$ cat src/rtl/occamy_ecc_scrubber_pkg.sv
// Shared types and constants for the Occamy SRAM ECC scrubber.
package occamy_ecc_scrubber_pkg;

    typedef enum logic [2:0] {
        StIdle  = 3'd0,
        StWait  = 3'd1,
        StRead  = 3'd2,
        StResp  = 3'd3,
        StWrite = 3'd4
    } scrub_state_e;

    // Bit positions inside mem_rerror_i / event_ecc_rerror_o.
    localparam int unsigned RerrCorrIdx   = 0;
    localparam int unsigned RerrUncorrIdx = 1;

    localparam logic [31:0] CountMax = 32'hFFFF_FFFF;

endpackage

$ cat src/rtl/occamy_ecc_scrub_sat_cnt.sv
// 32-bit event counter that sticks at all-ones instead of wrapping.
module occamy_ecc_scrub_sat_cnt
    import occamy_ecc_scrubber_pkg::*;
(
    input  logic        clk_i,
    input  logic        rst_ni,
    input  logic        inc_i,
    output logic [31:0] count_o
);

    // NOTE: sequential state uses non-blocking assignments so every flop samples pre-edge values.
    always_ff @(posedge clk_i or negedge rst_ni) begin
        if (!rst_ni) begin
            count_o <= '0;
        end else if (inc_i && (count_o != CountMax)) begin
            count_o <= count_o + 32'd1;
        end
    end

endmodule

$ cat src/rtl/occamy_ecc_scrubber.sv
// Background ECC scrubber: walks the bank reading one word per interval, counts errors
// and, with OCCAMY_ECC_SCRUB_WRITEBACK_EN defined, writes corrected data back.
module occamy_ecc_scrubber
    import occamy_ecc_scrubber_pkg::*;
#(
    parameter int unsigned NumWords  = 1024,
    parameter int unsigned DataWidth = 64,
    parameter int unsigned AddrWidth = $clog2(NumWords)
) (
    input  logic                 clk_i,
    input  logic                 rst_ni,
    input  logic                 scrub_en_i,
    input  logic [15:0]          scrub_interval_i,
    input  logic                 host_req_i,
    output logic                 mem_req_o,
    output logic                 mem_we_o,
    output logic [AddrWidth-1:0] mem_addr_o,
    output logic [DataWidth-1:0] mem_wdata_o,
    input  logic                 mem_gnt_i,
    input  logic                 mem_rvalid_i,
    input  logic [DataWidth-1:0] mem_rdata_i,
    input  logic [1:0]           mem_rerror_i,
    output logic [1:0]           event_ecc_rerror_o,
    output logic [31:0]          corr_count_o,
    output logic [31:0]          uncorr_count_o,
    output logic                 busy_o
);

    localparam logic [2:0] IDLE  = StIdle;
    localparam logic [2:0] WAIT  = StWait;
    localparam logic [2:0] READ  = StRead;
    localparam logic [2:0] RESP  = StResp;
    localparam logic [2:0] WRITE = StWrite;

    localparam logic [AddrWidth-1:0] LastAddr = AddrWidth'(NumWords - 1);

    logic [2:0]           state_q, state_d;
    logic [AddrWidth-1:0] addr_q, addr_d;
    logic [15:0]          interval_q, interval_d;
    logic [1:0]           event_q, event_d;
    logic                 granted;
    logic                 rsp_valid;
    logic                 rsp_corr;
    logic                 rsp_uncorr;
    logic                 advance;

    // Uncorrectable dominates: a response flagging both bits is never treated as correctable.
    assign rsp_valid  = (state_q == RESP) && mem_rvalid_i;
    assign rsp_uncorr = rsp_valid && mem_rerror_i[RerrUncorrIdx];
    assign rsp_corr   = rsp_valid && mem_rerror_i[RerrCorrIdx] && !mem_rerror_i[RerrUncorrIdx];

    assign mem_req_o          = ((state_q == READ) || (state_q == WRITE)) && !host_req_i;
    assign granted            = mem_req_o && mem_gnt_i;
    assign mem_addr_o         = addr_q;
    assign busy_o             = (state_q != IDLE);
    assign event_ecc_rerror_o = event_q;
    assign event_d            = {rsp_uncorr, rsp_corr};

`ifdef OCCAMY_ECC_SCRUB_WRITEBACK_EN
    localparam bit WbEn = 1'b1;
    logic [DataWidth-1:0] wdata_q;

    // NOTE: only control and datapath flops are reset here; there is no memory array in this block.
    always_ff @(posedge clk_i or negedge rst_ni) begin
        if (!rst_ni) begin
            wdata_q <= '0;
        end else if (rsp_corr) begin
            wdata_q <= mem_rdata_i;
        end
    end

    assign mem_we_o    = (state_q == WRITE) && !host_req_i;
    assign mem_wdata_o = wdata_q;
`else
    localparam bit WbEn = 1'b0;
    logic unused_rdata;

    assign unused_rdata = ^mem_rdata_i;
    assign mem_we_o     = 1'b0;
    assign mem_wdata_o  = '0;
`endif

    // NOTE: every signal driven here gets a default first so no latch can be inferred.
    always_comb begin
        state_d    = state_q;
        addr_d     = addr_q;
        interval_d = interval_q;
        advance    = 1'b0;

        case (state_q)
            IDLE: begin
                if (scrub_en_i) begin
                    state_d    = WAIT;
                    interval_d = scrub_interval_i;
                end
            end
            WAIT: begin
                if (!scrub_en_i) begin
                    state_d = IDLE;
                end else if (interval_q == '0) begin
                    state_d = READ;
                end else begin
                    interval_d = interval_q - 16'd1;
                end
            end
            READ: begin
                // A granted read must complete even if the enable has just dropped.
                if (granted) begin
                    state_d = RESP;
                end else if (!scrub_en_i) begin
                    state_d = IDLE;
                end
            end
            RESP: begin
                if (mem_rvalid_i) begin
                    if (rsp_corr && WbEn) begin
                        state_d = WRITE;
                    end else begin
                        advance = 1'b1;
                    end
                end
            end
            WRITE: begin
                if (granted) begin
                    advance = 1'b1;
                end
            end
            default: state_d = IDLE;
        endcase

        if (advance) begin
            addr_d     = (addr_q == LastAddr) ? '0 : addr_q + AddrWidth'(1);
            state_d    = scrub_en_i ? WAIT : IDLE;
            interval_d = scrub_interval_i;
        end
    end

    always_ff @(posedge clk_i or negedge rst_ni) begin
        if (!rst_ni) begin
            state_q    <= IDLE;
            addr_q     <= '0;
            interval_q <= '0;
            event_q    <= '0;
        end else begin
            state_q    <= state_d;
            addr_q     <= addr_d;
            interval_q <= interval_d;
            event_q    <= event_d;
        end
    end

    occamy_ecc_scrub_sat_cnt u_corr_cnt (
        .clk_i   (clk_i),
        .rst_ni  (rst_ni),
        .inc_i   (rsp_corr),
        .count_o (corr_count_o)
    );

    occamy_ecc_scrub_sat_cnt u_uncorr_cnt (
        .clk_i   (clk_i),
        .rst_ni  (rst_ni),
        .inc_i   (rsp_uncorr),
        .count_o (uncorr_count_o)
    );

endmodule

$ cat config.mk
export PLATFORM = sky130hd
export DESIGN_NAME = occamy_ecc_scrubber
export DESIGN_NICKNAME = d
export VERILOG_FILES = /design/src/rtl/occamy_ecc_scrubber_pkg.sv /design/src/rtl/occamy_ecc_scrub_sat_cnt.sv /design/src/rtl/occamy_ecc_scrubber.sv
export SDC_FILE = /design/constraint.sdc
export NUM_CORES = 1
export LEC_CHECK = 0
export CORE_AREA = 5 5 103 129
export DETAILED_ROUTE_END_ITERATION = 8
export DIE_AREA = 0 0 108 134
export PLACE_DENSITY = 0.93
export SLEW_MARGIN = 10
export SYNTH_ARGS = -nofsm -noshare
export SYNTH_HDL_FRONTEND = slang
export SYNTH_SLANG_ARGS = --single-unit
$ cat constraint.sdc
create_clock -name clk_i -period 3.4 [get_ports clk_i]
set_input_delay 0.68 -clock clk_i [delete_from_list [all_inputs] [get_ports clk_i]]
set_output_delay 0.68 -clock clk_i [all_outputs]
set_load 0.1 [all_outputs]
# Yosys cells after proc, flatten, opt, wreduce, memory -nomap -nowiden
# Cells that the tools add are included.
[totals]
register_bits = 95
latch_bits = 0
ram_bits = 0
romBits = 0
out_inout_bits = 143
mem_count = 0
[op_classes]
n_addsub = 4
multipliers = 0
div_mod_pow = 0
order_cmp = 0
n_eq_ne = 13
shifts = 0
n_mux = 17
n_bitwise = 0
n_reduce_logical = 18
[ops]
columns = ["op", "count"]
rows = [
  ["$add A32 B1 Y32 const B", 2],
  ["$mux W16", 4],
  ["$ne A32 B32 Y1 const B", 2],
  ["$pmux W16 S2", 1],
  ["$mux W3", 6],
  ["$logic_not A16 Y1", 1],
  ["$sub A16 B1 Y16 const B", 1],
  ["$pmux W3 S4", 1],
  ["$add A10 B1 Y10 const B", 1],
  ["$eq A10 B10 Y1 const B", 1],
  ["$mux W10", 1],
  ["$ne A3 B3 Y1 const B", 3],
  ["$logic_and A1 B1 Y1", 8],
  ["$ne A4 B4 Y1 const B", 2],
  ["$reduce_and A4 Y1", 2],
  ["$eq A3 B2 Y1 const B", 2],
  ["$reduce_bool A3 Y1", 2],
  ["$eq A3 B1 Y1 const B", 1],
  ["$eq A3 B3 Y1 const B", 1],
  ["$logic_not A3 Y1", 1],
  ["$mux W1", 3],
  ["$logic_not A1 Y1", 2],
  ["$ne A2 B1 Y1 const B", 1],
  ["$pmux W1 S2", 1],
  ["other kinds (2)", 2],
]

# Logic depth before layout (Yosys ltp)
[depth]
ltp_word = 8
mapped_depth = 9
ltp_nobuf = 7

# Hierarchy
# Synthesis repeated with hierarchy kept, for this count alone.
[unflattened]
hier_cells = 568
hier_area_um2 = 5455.2
[by_module_without_submodules]
columns = ["module", "n_inst", "cells_per_inst", "area_each_um2", "seq_area_each_um2"]
rows = [
  ["occamy_ecc_scrub_sat_cnt", 2, 151, 1624.1, 800.8],
  ["occamy_ecc_scrubber", 1, 266, 2207.1, 750.7],
]

# Worst setup path before layout
# OpenSTA, ideal clock, no wires.
[synth_path]
kind = "input to output"
start = "input port host_req_i"
end = "output port mem_req_o"
t_arrival_ns = 2.868
slack_ns = -0.148
stages = 1
n_path_buf = 0
cell_sequence = "nor3b_1"
[synth_via]
elab_chain_cells = 2
[synth_lines]
columns = ["element", "line_no", "text"]
rows = [
  ["start, declared", "occamy_ecc_scrubber.sv:14", "input logic host_req_i,"],
  ["$logic_not A1 Y1", "occamy_ecc_scrubber.sv:52", "assign mem_req_o = ((state_q == READ) || (state_q == WRITE)) && !host_req_i;"],
  ["$logic_and A1 B1 Y1", "occamy_ecc_scrubber.sv:52", ""],
  ["end, declared", "occamy_ecc_scrubber.sv:15", "output logic mem_req_o,"],
]
# No other way between the ends.

# Worst setup path in the final report
[layout_path]
start = "input port mem_rvalid_i"
end = "register u_corr_cnt.count_o[30]"
[layout_via]
elab_chain_cells = 4
[layout_lines]
columns = ["element", "line_no", "text"]
rows = [
  ["start, declared", "occamy_ecc_scrubber.sv:20", "input logic mem_rvalid_i,"],
  ["$logic_and A1 B1 Y1", "occamy_ecc_scrubber.sv:48", "assign rsp_valid = (state_q == RESP) && mem_rvalid_i;"],
  ["$logic_and A1 B1 Y1 (2 in series)", "occamy_ecc_scrubber.sv:50", "assign rsp_corr = rsp_valid && mem_rerror_i[RerrCorrIdx] && !mem_rerror_i[RerrUncorrIdx];"],
  ["$logic_and A1 B1 Y1", "occamy_ecc_scrub_sat_cnt.sv:15", "end else if (inc_i && (count_o != CountMax)) begin"],
  ["end signal, assigned", "occamy_ecc_scrub_sat_cnt.sv:16", "count_o <= count_o + 32'd1;"],
  ["end, declared", "occamy_ecc_scrub_sat_cnt.sv:8", "output logic [31:0] count_o"],
]
# No other way between the ends.
# A chain may end at the register's enable or synchronous reset.

==> metrics.yaml <==
setup_path:
  cp.required_ps: 3660
  crit_slowest_cell: "or4_1"
  arrival_ps: 2930
  crit_type: "in -> reg"
  critPathMaxFanout: 7
  crit_path_end_kind: "register"
  cp-start-kind: "input pin"
  path_cells: "clkdlybuf4s50_1, and3_1, nand3_2, or4_1, and4bb_1, xor2_1"
  max_stage_delay_ps: 690
sta:
  grt_setup_unrepaired: "no"
  report.final.slew_viol_count: 0
  finalCriticalPeriod_ps: 2670
  finClkSkew_ps: 5.70
  setup_tns_ps: 0
  fmaxAchievable_mhz: 374
  setup-violations-final: 0
  period_share: 0.786
  worst_slew_pin_slew_ps: 984
  max_slew_margin: 0.342
  hold_viol: 0
die:
  core_um2: 11900
  die_y_um: 134
  die_w_um: 108
  row_count: 45
  initial_core_util: 0.446
  io_pins: 231
  die_area_um2: 14500
yosys:
  yosysUniqueCellTypes: 54
  async_flop_share: 1.00
  ys_ff_latch: 94
  synth_area_um2: 5330
  syn_avg_cell_area_um2: 9.72
  synth_warnings: 0
  synthFlopType: "dfrtp_1"
  synth-seq-area-share: 0.442
  synth_edf_count: 0
  syn_inst: 548
placed_design:
  port-buffer-count: 101
  dp_cells: 801
  gp_congestion: 0.853
  hpwl_um: 9190
clock_tree:
  cts-root-buf: "clkbuf_16"
  cts_buffers: 9
  clock_path_buffers: 2
  clk_pin_slew_ps: 70
  cts_tree: "yes"
  cts_setup_buffers: 0
  cts-resized-gates: 0
  clkSinkCount: 94
  cts_max_level: 3
  clock_latency_ps: 330
  hold_buffers: 0
grt:
  grt_pass1_wl_um: 19500
  grt_pass1_vias: 3964
  grt_antenna_before_repair: 1
  grt_usage: 0.166
  grt_start_max_net_pins: 61
  grt.overflow.total: 0
layout:
  nets: 740
  diodes: 0
  synthToLayoutAreaGrowth_pct: 20.2
  final_cells: 817
  nFillCells: 1072
  layout_commonest_cell: "dfrtp_1"
  final_layout_size_suffix_gt1_frac: 0.172
  final_cell_mix: "dfrtp_1 (94), buf_4 (81), conb_1 (65)"
power:
  power_density_nw_per_um2: 438
  power.leakage_nw: 2.99
  ir_worst_vdd_mv: 0.254
routing:
  drc: 0
  via_count: 4290
  post_drt_wl_per_cell_um: 14.8
  drt-pass1-iter-count: 5
  viasPerCell: 5.25
  ant_nets: 0
  finalWirelength_um: 12100
  drt-initial-drc-count: 219
status:
  status: "finished, final reports clean"
hold_path:
  hp-class: "in -> async"
job:
  max-cap-violations: 0
## worst paths after layout
check                                                    from                                    to  slack (ps)  depth (start not counted)
max                                              mem_rvalid_i    u_corr_cnt.count_o[30]$_DFFE_PN0P_         730                          6
min                                                    rst_ni             mem_addr_o[8]$_DFFE_PN0P_         310                          1
max reg2reg                            state_q[0]$_DFFE_PN0P_    u_corr_cnt.count_o[30]$_DFFE_PN0P_         970                          5
min reg2reg                u_corr_cnt.count_o[21]$_DFFE_PN0P_    u_corr_cnt.count_o[21]$_DFFE_PN0P_         500                          1
max in group asynchronous                              rst_ni  u_uncorr_cnt.count_o[27]$_DFFE_PN0P_        2400                          2
min in group clk_i         u_corr_cnt.count_o[21]$_DFFE_PN0P_    u_corr_cnt.count_o[21]$_DFFE_PN0P_         500                          1
## final cells by class
cell class | instances | area, µm² | share of cell area
repair buffers | 106 | 868 | 0.136
inverters | 7 | 26.3 | 0.00410
clock buffers | 10 | 229 | 0.0358
multi-input cells | 430 | 2640 | 0.412
well taps | 164 | 205 | 0.0320
clock inverters | 6 | 86.3 | 0.0135
flip-flops and latches | 94 | 2350 | 0.367
## power by group
group / total, W / leakage, nW / switching, W / internal, W
clock: 0.00106 / 0.152 / 0.000414 / 0.000643
combinational: 0.000539 / 1.57 / 0.000452 / 0.0000867
sequential: 0.00121 / 1.27 / 0.0000506 / 0.00116
## metrics by stage
stage / util / setup WS, ps / total power (W) / area (µm²) / hold slack [ps]
floorplan: - / 689 / 0.00173 / 5570 / 384
global placement: 0.510 / 411 / 0.00176 / 6090 / 473
detailed placement: 0.510 / 381 / 0.00177 / 6090 / 491
CTS: 0.536 / 732 / 0.00283 / 6400 / 307
global route: 0.536 / 586 / 0.00292 / 6400 / 331
finish: 0.536 / 728 / 0.00281 / 6400 / 309
## kinds of logic (layout without fill, tap and decap cells)
group                    count (synthesis)  after routing  synth area share
other                                    1             65          0.000704
AND/OR/NAND/NOR                        219            219             0.229
XOR/XNOR                                66             66             0.109
AO/OA/AOI/OAI                           73             73            0.0944
flip-flops                              94             94             0.442
adder cells (fa/ha/maj)                  4              4           0.00939
multiplexers                             3              3           0.00634
buffers and inverters                   88            129             0.110
## cells in the mapped netlist (all sizes together) (2+ instances only)
master | count | area, µm²
nand3b | 3 | 22.5
nand3 | 37 | 190
o21ai | 17 | 85.1
xor2 | 29 | 254
o22a | 2 | 17.5
and3 | 15 | 93.8
o211ai | 2 | 15.0
a22oi | 4 | 30.0
and4 | 9 | 78.8
nor3 | 19 | 95.1
o22ai | 2 | 12.5
nor4b | 2 | 23.8
o31ai | 2 | 15.0
and2 | 2 | 12.5
nand2b | 3 | 18.8
nor3b | 6 | 45.0
nor2b | 5 | 31.3
o2bb2ai | 5 | 43.8
inv | 7 | 26.3
or3 | 3 | 18.8
nor4 | 13 | 93.8
buf | 71 | 521
nand4 | 27 | 169
a21oi | 20 | 100
or4 | 6 | 45.0
nand2 | 33 | 124
a41oi | 2 | 17.5
clkbuf | 10 | 37.5
a211oi | 7 | 57.6
nor2 | 31 | 116
xnor2 | 37 | 324
mux2 | 3 | 33.8
dfrtp | 94 | 2350
ha | 4 | 50.1
or2 | 2 | 12.5
## critical path: cells and delay by family
kind | cells | cell delay, ps
xor+xnor | 1 | 150
buf+inv | 1 | 500
simple gates | 4 | 1600
## registers in the layout, indices dropped and copies added, names as in the netlist
signal and cells:
u_corr_cnt.count_o 32, u_uncorr_cnt.count_o 32, interval_q 16, mem_addr_o 10
event_ecc_rerror_o 2, state_q 2
## layer usage
metal / share of wire / GRT usage / vias to the layer above
li1: - / - / 2039
met1: 0.42 / 0.214 / 2077
met2: 0.49 / 0.275 / 159
met3: 0.072 / 0.0371 / 13
met4: 0.013 / 0.0540 / 2
met5: 0.0015 / 0 / -
Power figures use the tool's default switching activity.
